<file path="src/rtl/alu4_sequencer_pkg.sv">
// alu4_seq_pkg: shared types and constants for the ALU program sequencer.
// Optional feature macro: SEQ_SINGLE_STEP_EN (adds the PAUSE state).
package alu4_seq_pkg;

    localparam int       INSTR_W = 7;
    localparam int       FN_MSB  = 6;
    localparam int       FN_LSB  = 4;
    localparam int       OP_MSB  = 3;
    localparam int       OP_LSB  = 0;
    localparam logic [2:0] F_HOLD = 3'b111;

    typedef enum logic [2:0] {
        S_IDLE  = 3'd0,
        S_CLEAR = 3'd1,
        S_RUN   = 3'd2,
        S_DONE  = 3'd3
`ifdef SEQ_SINGLE_STEP_EN
        , S_PAUSE = 3'd4
`endif
    } seq_state_e;

endpackage

</file>
<file path="src/rtl/alu4_sequencer_if.sv">
// alu4_sequencer_if: program-load, run-control and ALU-drive signals.
// Optional feature macro: SEQ_SINGLE_STEP_EN (adds the step input).
interface alu4_sequencer_if #(
    parameter int DEPTH = 8
);
    localparam int PTR_W = $clog2(DEPTH);

    logic             prog_we;
    logic [PTR_W-1:0] prog_addr;
    logic [6:0]       prog_data;
    logic             start;
    logic [PTR_W:0]   start_len;
    logic             start_clr;
    logic             abort;
`ifdef SEQ_SINGLE_STEP_EN
    logic             step;
`endif
    logic [2:0]       f_select;
    logic [3:0]       alu_a;
    logic             acc_en;
    logic             acc_clr;
    logic             busy;
    logic             done;
    logic [PTR_W-1:0] pc;

    modport master (
`ifdef SEQ_SINGLE_STEP_EN
        output step,
`endif
        output prog_we, prog_addr, prog_data, start, start_len, start_clr, abort,
        input  f_select, alu_a, acc_en, acc_clr, busy, done, pc
    );

    modport slave (
`ifdef SEQ_SINGLE_STEP_EN
        input  step,
`endif
        input  prog_we, prog_addr, prog_data, start, start_len, start_clr, abort,
        output f_select, alu_a, acc_en, acc_clr, busy, done, pc
    );

endinterface

</file>
<file path="src/rtl/alu4_sequencer_prog_mem.sv">
// alu4_prog_mem: DEPTH x INSTR_W program store, one sync write, one async read.
// Contents are deliberately not reset so a program survives a reset.
module alu4_prog_mem
    import alu4_seq_pkg::*;
#(
    parameter int DEPTH = 8
) (
    input  logic                       clock,
    input  logic                       i_we,
    input  logic [$clog2(DEPTH)-1:0]   i_waddr,
    input  logic [INSTR_W-1:0]         i_wdata,
    input  logic [$clog2(DEPTH)-1:0]   i_raddr,
    output logic [INSTR_W-1:0]         o_rdata
);
    logic [INSTR_W-1:0] r_mem [DEPTH];

    // Program write port.
    always_ff @(posedge clock) begin
        if (i_we) r_mem[i_waddr] <= i_wdata;
    end

    assign o_rdata = r_mem[i_raddr];

endmodule

</file>
<file path="src/rtl/alu4_sequencer.sv">
// alu4_sequencer: plays a stored {function, operand} program into the ALU,
// one instruction per cycle, with accumulator clear/load strobes.
// Optional feature macro: SEQ_SINGLE_STEP_EN (PAUSE after each instruction,
// advanced by step).
module alu4_sequencer
    import alu4_seq_pkg::*;
#(
    parameter int DEPTH = 8
) (
    input  logic             clock,
    input  logic             reset,
    alu4_sequencer_if.slave  bus
);
    localparam int PTR_W = $clog2(DEPTH);
    localparam int LEN_W = PTR_W + 1;

    seq_state_e         r_state, w_state_nxt;
    logic [PTR_W-1:0]   r_pc, w_pc_nxt, w_rd_addr;
    logic [LEN_W-1:0]   r_len, w_len_nxt, w_len_sat;
    logic [2:0]         r_f, w_f_nxt;
    logic [3:0]         r_a, w_a_nxt;
    logic               r_en, w_en_nxt;
    logic               r_clr, w_clr_nxt;
    logic               r_busy, w_busy_nxt;
    logic               r_done, w_done_nxt;
    logic               w_we, w_issue, w_last;
    logic [INSTR_W-1:0] w_rdata;

    assign w_len_sat = (bus.start_len > LEN_W'(DEPTH)) ? LEN_W'(DEPTH) : bus.start_len;
    assign w_last    = (LEN_W'(r_pc) + LEN_W'(1)) == r_len;

    // Outputs are registered, so the memory is read at the pc about to be
    // presented: 0 when a run is launched, pc+1 while one is in flight.
    assign w_rd_addr = (r_state == S_IDLE || r_state == S_CLEAR) ? '0 : r_pc + PTR_W'(1);

    alu4_prog_mem #(.DEPTH(DEPTH)) u_mem (
        .clock   (clock),
        .i_we    (w_we),
        .i_waddr (bus.prog_addr),
        .i_wdata (bus.prog_data),
        .i_raddr (w_rd_addr),
        .o_rdata (w_rdata)
    );

    // Next-state and next-output logic; w_issue launches the instruction at w_rd_addr.
    always_comb begin
        w_state_nxt = r_state;
        w_pc_nxt    = r_pc;
        w_len_nxt   = r_len;
        w_f_nxt     = '0;
        w_a_nxt     = '0;
        w_en_nxt    = 1'b0;
        w_clr_nxt   = 1'b0;
        w_busy_nxt  = 1'b0;
        w_done_nxt  = 1'b0;
        w_we        = 1'b0;
        w_issue     = 1'b0;
        case (r_state)
            S_IDLE: begin
                w_we = bus.prog_we && !reset;
                if (bus.start && !bus.abort) begin
                    w_len_nxt = w_len_sat;
                    w_pc_nxt  = '0;
                    if (bus.start_clr) begin
                        w_state_nxt = S_CLEAR;
                        w_clr_nxt   = 1'b1;
                        w_busy_nxt  = 1'b1;
                    end else if (w_len_sat != '0) begin
                        w_issue = 1'b1;
                    end else begin
                        w_state_nxt = S_DONE;
                        w_done_nxt  = 1'b1;
                    end
                end
            end
            S_CLEAR: begin
                if (bus.abort) begin
                    w_state_nxt = S_IDLE;
                    w_pc_nxt    = '0;
                end else if (r_len != '0) begin
                    w_issue = 1'b1;
                end else begin
                    w_state_nxt = S_DONE;
                    w_done_nxt  = 1'b1;
                end
            end
            S_RUN: begin
                if (bus.abort) begin
                    w_state_nxt = S_IDLE;
                    w_pc_nxt    = '0;
                end else begin
`ifdef SEQ_SINGLE_STEP_EN
                    w_state_nxt = S_PAUSE;
                    w_f_nxt     = r_f;
                    w_a_nxt     = r_a;
                    w_busy_nxt  = 1'b1;
`else
                    if (w_last) begin
                        w_state_nxt = S_DONE;
                        w_done_nxt  = 1'b1;
                    end else begin
                        w_issue = 1'b1;
                    end
`endif
                end
            end
`ifdef SEQ_SINGLE_STEP_EN
            S_PAUSE: begin
                if (bus.abort) begin
                    w_state_nxt = S_IDLE;
                    w_pc_nxt    = '0;
                end else if (bus.step) begin
                    if (w_last) begin
                        w_state_nxt = S_DONE;
                        w_done_nxt  = 1'b1;
                    end else begin
                        w_issue = 1'b1;
                    end
                end else begin
                    w_f_nxt    = r_f;
                    w_a_nxt    = r_a;
                    w_busy_nxt = 1'b1;
                end
            end
`endif
            S_DONE: begin
                w_state_nxt = S_IDLE;
            end
            default: begin
                w_state_nxt = S_IDLE;
                w_pc_nxt    = '0;
            end
        endcase
        if (w_issue) begin
            w_state_nxt = S_RUN;
            w_pc_nxt    = w_rd_addr;
            w_f_nxt     = w_rdata[FN_MSB:FN_LSB];
            w_a_nxt     = w_rdata[OP_MSB:OP_LSB];
            w_en_nxt    = (w_rdata[FN_MSB:FN_LSB] != F_HOLD);
            w_busy_nxt  = 1'b1;
        end
    end

    // State and registered outputs.
    always_ff @(posedge clock) begin
        if (reset) begin
            r_state <= S_IDLE;
            r_pc    <= '0;
            r_len   <= '0;
            r_f     <= '0;
            r_a     <= '0;
            r_en    <= 1'b0;
            r_clr   <= 1'b0;
            r_busy  <= 1'b0;
            r_done  <= 1'b0;
        end else begin
            r_state <= w_state_nxt;
            r_pc    <= w_pc_nxt;
            r_len   <= w_len_nxt;
            r_f     <= w_f_nxt;
            r_a     <= w_a_nxt;
            r_en    <= w_en_nxt;
            r_clr   <= w_clr_nxt;
            r_busy  <= w_busy_nxt;
            r_done  <= w_done_nxt;
        end
    end

    assign bus.f_select = r_f;
    assign bus.alu_a    = r_a;
    assign bus.acc_en   = r_en;
    assign bus.acc_clr  = r_clr;
    assign bus.busy     = r_busy;
    assign bus.done     = r_done;
    assign bus.pc       = r_pc;

endmodule

</file>
<file path="src/flat_wrapper.sv">
// flat-port wrapper written by rule: the top's interface ports become plain ports
module alu4_sequencer_flat import alu4_seq_pkg::*;
#(
    parameter int DEPTH = 8
)
  (clock, reset, bus_prog_we, bus_prog_addr, bus_prog_data, bus_start, bus_start_len, bus_start_clr, bus_abort, bus_f_select, bus_alu_a, bus_acc_en, bus_acc_clr, bus_busy, bus_done, bus_pc);
  alu4_sequencer_if #(.DEPTH(DEPTH)) bus_i ();
  input  logic clock;
  input  logic reset;
  input wire logic [$bits(bus_i.prog_we)-1:0] bus_prog_we;
  input wire logic [$bits(bus_i.prog_addr)-1:0] bus_prog_addr;
  input wire logic [$bits(bus_i.prog_data)-1:0] bus_prog_data;
  input wire logic [$bits(bus_i.start)-1:0] bus_start;
  input wire logic [$bits(bus_i.start_len)-1:0] bus_start_len;
  input wire logic [$bits(bus_i.start_clr)-1:0] bus_start_clr;
  input wire logic [$bits(bus_i.abort)-1:0] bus_abort;
  output wire logic [$bits(bus_i.f_select)-1:0] bus_f_select;
  output wire logic [$bits(bus_i.alu_a)-1:0] bus_alu_a;
  output wire logic [$bits(bus_i.acc_en)-1:0] bus_acc_en;
  output wire logic [$bits(bus_i.acc_clr)-1:0] bus_acc_clr;
  output wire logic [$bits(bus_i.busy)-1:0] bus_busy;
  output wire logic [$bits(bus_i.done)-1:0] bus_done;
  output wire logic [$bits(bus_i.pc)-1:0] bus_pc;
  assign bus_i.prog_we = bus_prog_we;
  assign bus_i.prog_addr = bus_prog_addr;
  assign bus_i.prog_data = bus_prog_data;
  assign bus_i.start = bus_start;
  assign bus_i.start_len = bus_start_len;
  assign bus_i.start_clr = bus_start_clr;
  assign bus_i.abort = bus_abort;
  assign bus_f_select = bus_i.f_select;
  assign bus_alu_a = bus_i.alu_a;
  assign bus_acc_en = bus_i.acc_en;
  assign bus_acc_clr = bus_i.acc_clr;
  assign bus_busy = bus_i.busy;
  assign bus_done = bus_i.done;
  assign bus_pc = bus_i.pc;
  alu4_sequencer #(.DEPTH(DEPTH)) u_core (.clock(clock), .reset(reset), .bus(bus_i));
endmodule
</file>
<file path="config.mk">
export PLATFORM = sky130hd
export DESIGN_NAME = alu4_sequencer_flat
export DESIGN_NICKNAME = d
export VERILOG_FILES = /design/src/rtl/alu4_sequencer_pkg.sv /design/src/rtl/alu4_sequencer_if.sv /design/src/rtl/alu4_sequencer_prog_mem.sv /design/src/rtl/alu4_sequencer.sv /design/src/flat_wrapper.sv
export SDC_FILE = /design/constraint.sdc
export NUM_CORES = 1
export LEC_CHECK = 0
export BUFFER_PORTS_ARGS = -buffer_cell sky130_fd_sc_hd__buf_2
export CORE_UTILIZATION = 24
export CTS_CLUSTER_SIZE = 16
export DETAILED_ROUTE_END_ITERATION = 6
export HOLD_SLACK_MARGIN = 0.02
export PLACE_DENSITY = 0.46
export SKIP_CTS_REPAIR_TIMING = 1
export SKIP_LAST_GASP = 1
export SLEW_MARGIN = 10
export SYNTH_ARGS = -nofsm -noshare
export SYNTH_HDL_FRONTEND = slang
export SYNTH_SLANG_ARGS = --single-unit
export TNS_END_PERCENT = 10
</file>
<file path="constraint.sdc">
create_clock -name clock -period 4.2 [get_ports clock]
set_input_delay 0.21 -clock clock [delete_from_list [all_inputs] [get_ports clock]]
set_output_delay 0.21 -clock clock [all_outputs]
set_load 0.005 [all_outputs]
</file>
==> reports/metrics.cfg <==
[run_status]
status=complete, no violations

[setup_path]
crit_arrival_ns=3.04
path_class=reg2reg
cp-end-kind=register
r2r_start=u_core.r_state[0]
cp_max_fo=21
worstPathRequired_ns=4.41
crit_path_start=u_core.r_state[0]
cp-start-kind=register

[cts]
clock_path_buffers=2
clkLatencyLatePin_ns=0.33
cts_root_buf=clkbuf_16
cts_tree=built
clkTransAtPathRegs_ns=0.06
cts-buffers-inserted=9
cts_sinks=76
cts_max_level=3

[sta]
setup_tns_ns=0
finalSetupViolCount=0
fmax_ghz=0.354
fin_crit_ns=2.82
worst_pin_slew_ns=1.13
skew_ns=0.00499
finalHoldViolations=0
fin_crit_sh_pct=67.2
slew_headroom_pct=23.8
rsz0062_at_grt=no
slew_viol_final=0

[yosys]
synth_largest_area_cell=edfxtp_1
synthArstFlopShare_pct=0
synth_top_area_share_pct=53.6
ys_seq_area_share_pct=66.4
syn_area_um2=3140
yosys-top-cells-area=edfxtp_1 (54%), dfxtp_1 (13%), mux4_2 (3.6%)
ys.flop_type=edfxtp_1
synth-edff-count=56
syn_nets=250
synth_warnings=0
synth_cells=225
avgSynthCellArea_um2=13.9
ys_ff_latch=76
ys_types=49

[die]
die-area_um2=13500
die_y_um=116
rows=41
ioPinCount=34
die_width_um=116
initial_core_util_pct=24.8
fp.coreArea_um2=12700

[pwr]
power.share.switching_pct=29.9
p_int_mw=1.53
peakVddDrop_mv=0.214
power.density_nw_per_um2=575
p_sw_mw=0.653
clkPwrFrac_pct=36.3
p_seq_share_pct=40.0
comb_power_share_pct=23.7
power_mw=2.18
leakage_nw=1.35

[cells_and_area]
final_common_cell=edfxtp_1
nets=288
antenna_cells=0
mostFrequentLayoutCells=edfxtp_1 (56), buf_2 (33), nor2_1 (26)
fill_cells=1293
drive_gt1_share_pct=22.4
areaGrowthSynthToFinish_pct=20.8

[global_routing]
grt_max_degree=22
grt-ovfl-total=0
grt_pass1_vias=1964
grt_pass1_wl_um=10800
grt_usage_pct=10.9
antenna_found_initial=0

[job]
max_cap_viol_count=0

[worst_hold_path]
worstHoldStart=bus_abort
hold_path.class=in2reg

[detailed_routing]
firstDrtPassIters=4
wirelength_um=6700
vias=1929
drt-wirelength-per-cell_um=15.2
ant_nets=0
via_per_inst=4.38
remaining_drc_errors=0
first_iter_violations=110

[place]
portBuffers=33
dp.final_hpwl_um=4620
gp_congestion=0.759

[critical path, stage by stage (launching register included)]
cell	delay, ns
dfxtp_1	0.35
inv_1	0.11
ha_1	0.38
or3_1	0.78
o22ai_1	0.21
o211a_1	0.25
a221o_1	0.28
o311a_1	0.35
[cell type report]
type	count	area (µm²)	area share, %
Multi-Input combinational cell	138	1000	26.5
Tap cell	172	215	5.68
Timing Repair Buffer	33	165	4.36
Inverter	5	18.8	0.495
Clock buffer	9	225	5.94
Clock inverter	7	80.1	2.11
Sequential cell	76	2080	54.9
[power by group through the flow]
stage               clock [mW]  combinational (mW)  sequential [mW]
CTS                      0.802               0.522            0.871
detailed placement           0               0.522            0.887
floorplan                    0               0.406            0.884
global placement             0               0.522            0.886
finish                   0.790               0.517            0.871
global route             0.841               0.586            0.875
[logic make-up after synthesis]
kind of cell	count (synthesis)	synth area share (%)
buffers and inverters	11	1.64
adder cells (fa/ha/maj)	5	1.99
XOR/XNOR	4	1.56
AND/OR/NAND/NOR	70	11.7
flip-flops	76	66.4
multiplexers	12	5.82
AO/OA/AOI/OAI	47	10.9
[sequential cells by signal, summed over array words and instances, names as in the netlist]
register and cells:
u_core.bus.alu_a 4, u_core.bus.acc_clr 1, u_core.u_mem.r_mem 56, u_core.bus.f_select 3, u_core.bus.busy 1, u_core.bus.done 1, u_core.r_len 4, u_core.bus.acc_en 1
u_core.r_state 2, u_core.bus.pc 3
[worst paths after layout]
| path | depth (start not counted) | end | slack, ns |
|---|---|---|---|
| max | 7 | u_core.bus.acc_en | 1.38 |
| min | 2 | u_core.bus.done | 0.13 |
| max reg2reg | 7 | u_core.bus.acc_en | 1.38 |
| min reg2reg | 2 | u_core.r_len[1] | 0.54 |
[metal layers]
layer | GRT usage (%) | part of all wire [%] | up-vias
met5 | 0 | 0 | -
met4 | 4.10 | 1.1 | 0
met3 | 2.91 | 3.6 | 6
met2 | 17.0 | 46 | 42
met1 | 14.5 | 49 | 935
li1 | - | - | 946
[synth_stat cells, drive strengths merged (2+ instances only)]
master,number
ha,5
nand4,2
xnor2,2
mux2i,7
buf,4
a221o,2
dfxtp,20
nand2,13
nor4,2
o221ai,2
o211a,2
a21oi,9
nand2b,6
nor2b,3
a211o,2
edfxtp,56
nor3,3
nor2,27
nor3b,5
o22ai,12
mux4,5
clkbuf,2
inv,5
o21ai,6
o2bb2ai,3
[per-stage QoR]
step,hold slack (ns),instances,worst slack [ns],area (µm²),util [%]
after floorplan,0.286,225,2.14,3140,-
after global placement,0.481,424,1.45,3480,27.5
after detailed placement,0.477,424,1.35,3480,27.5
after CTS,0.129,440,1.35,3790,29.9
after global routing,0.136,440,1.10,3790,29.9
final,0.133,440,1.38,3790,29.9
Note: power is estimated with default switching activity, not from simulation.
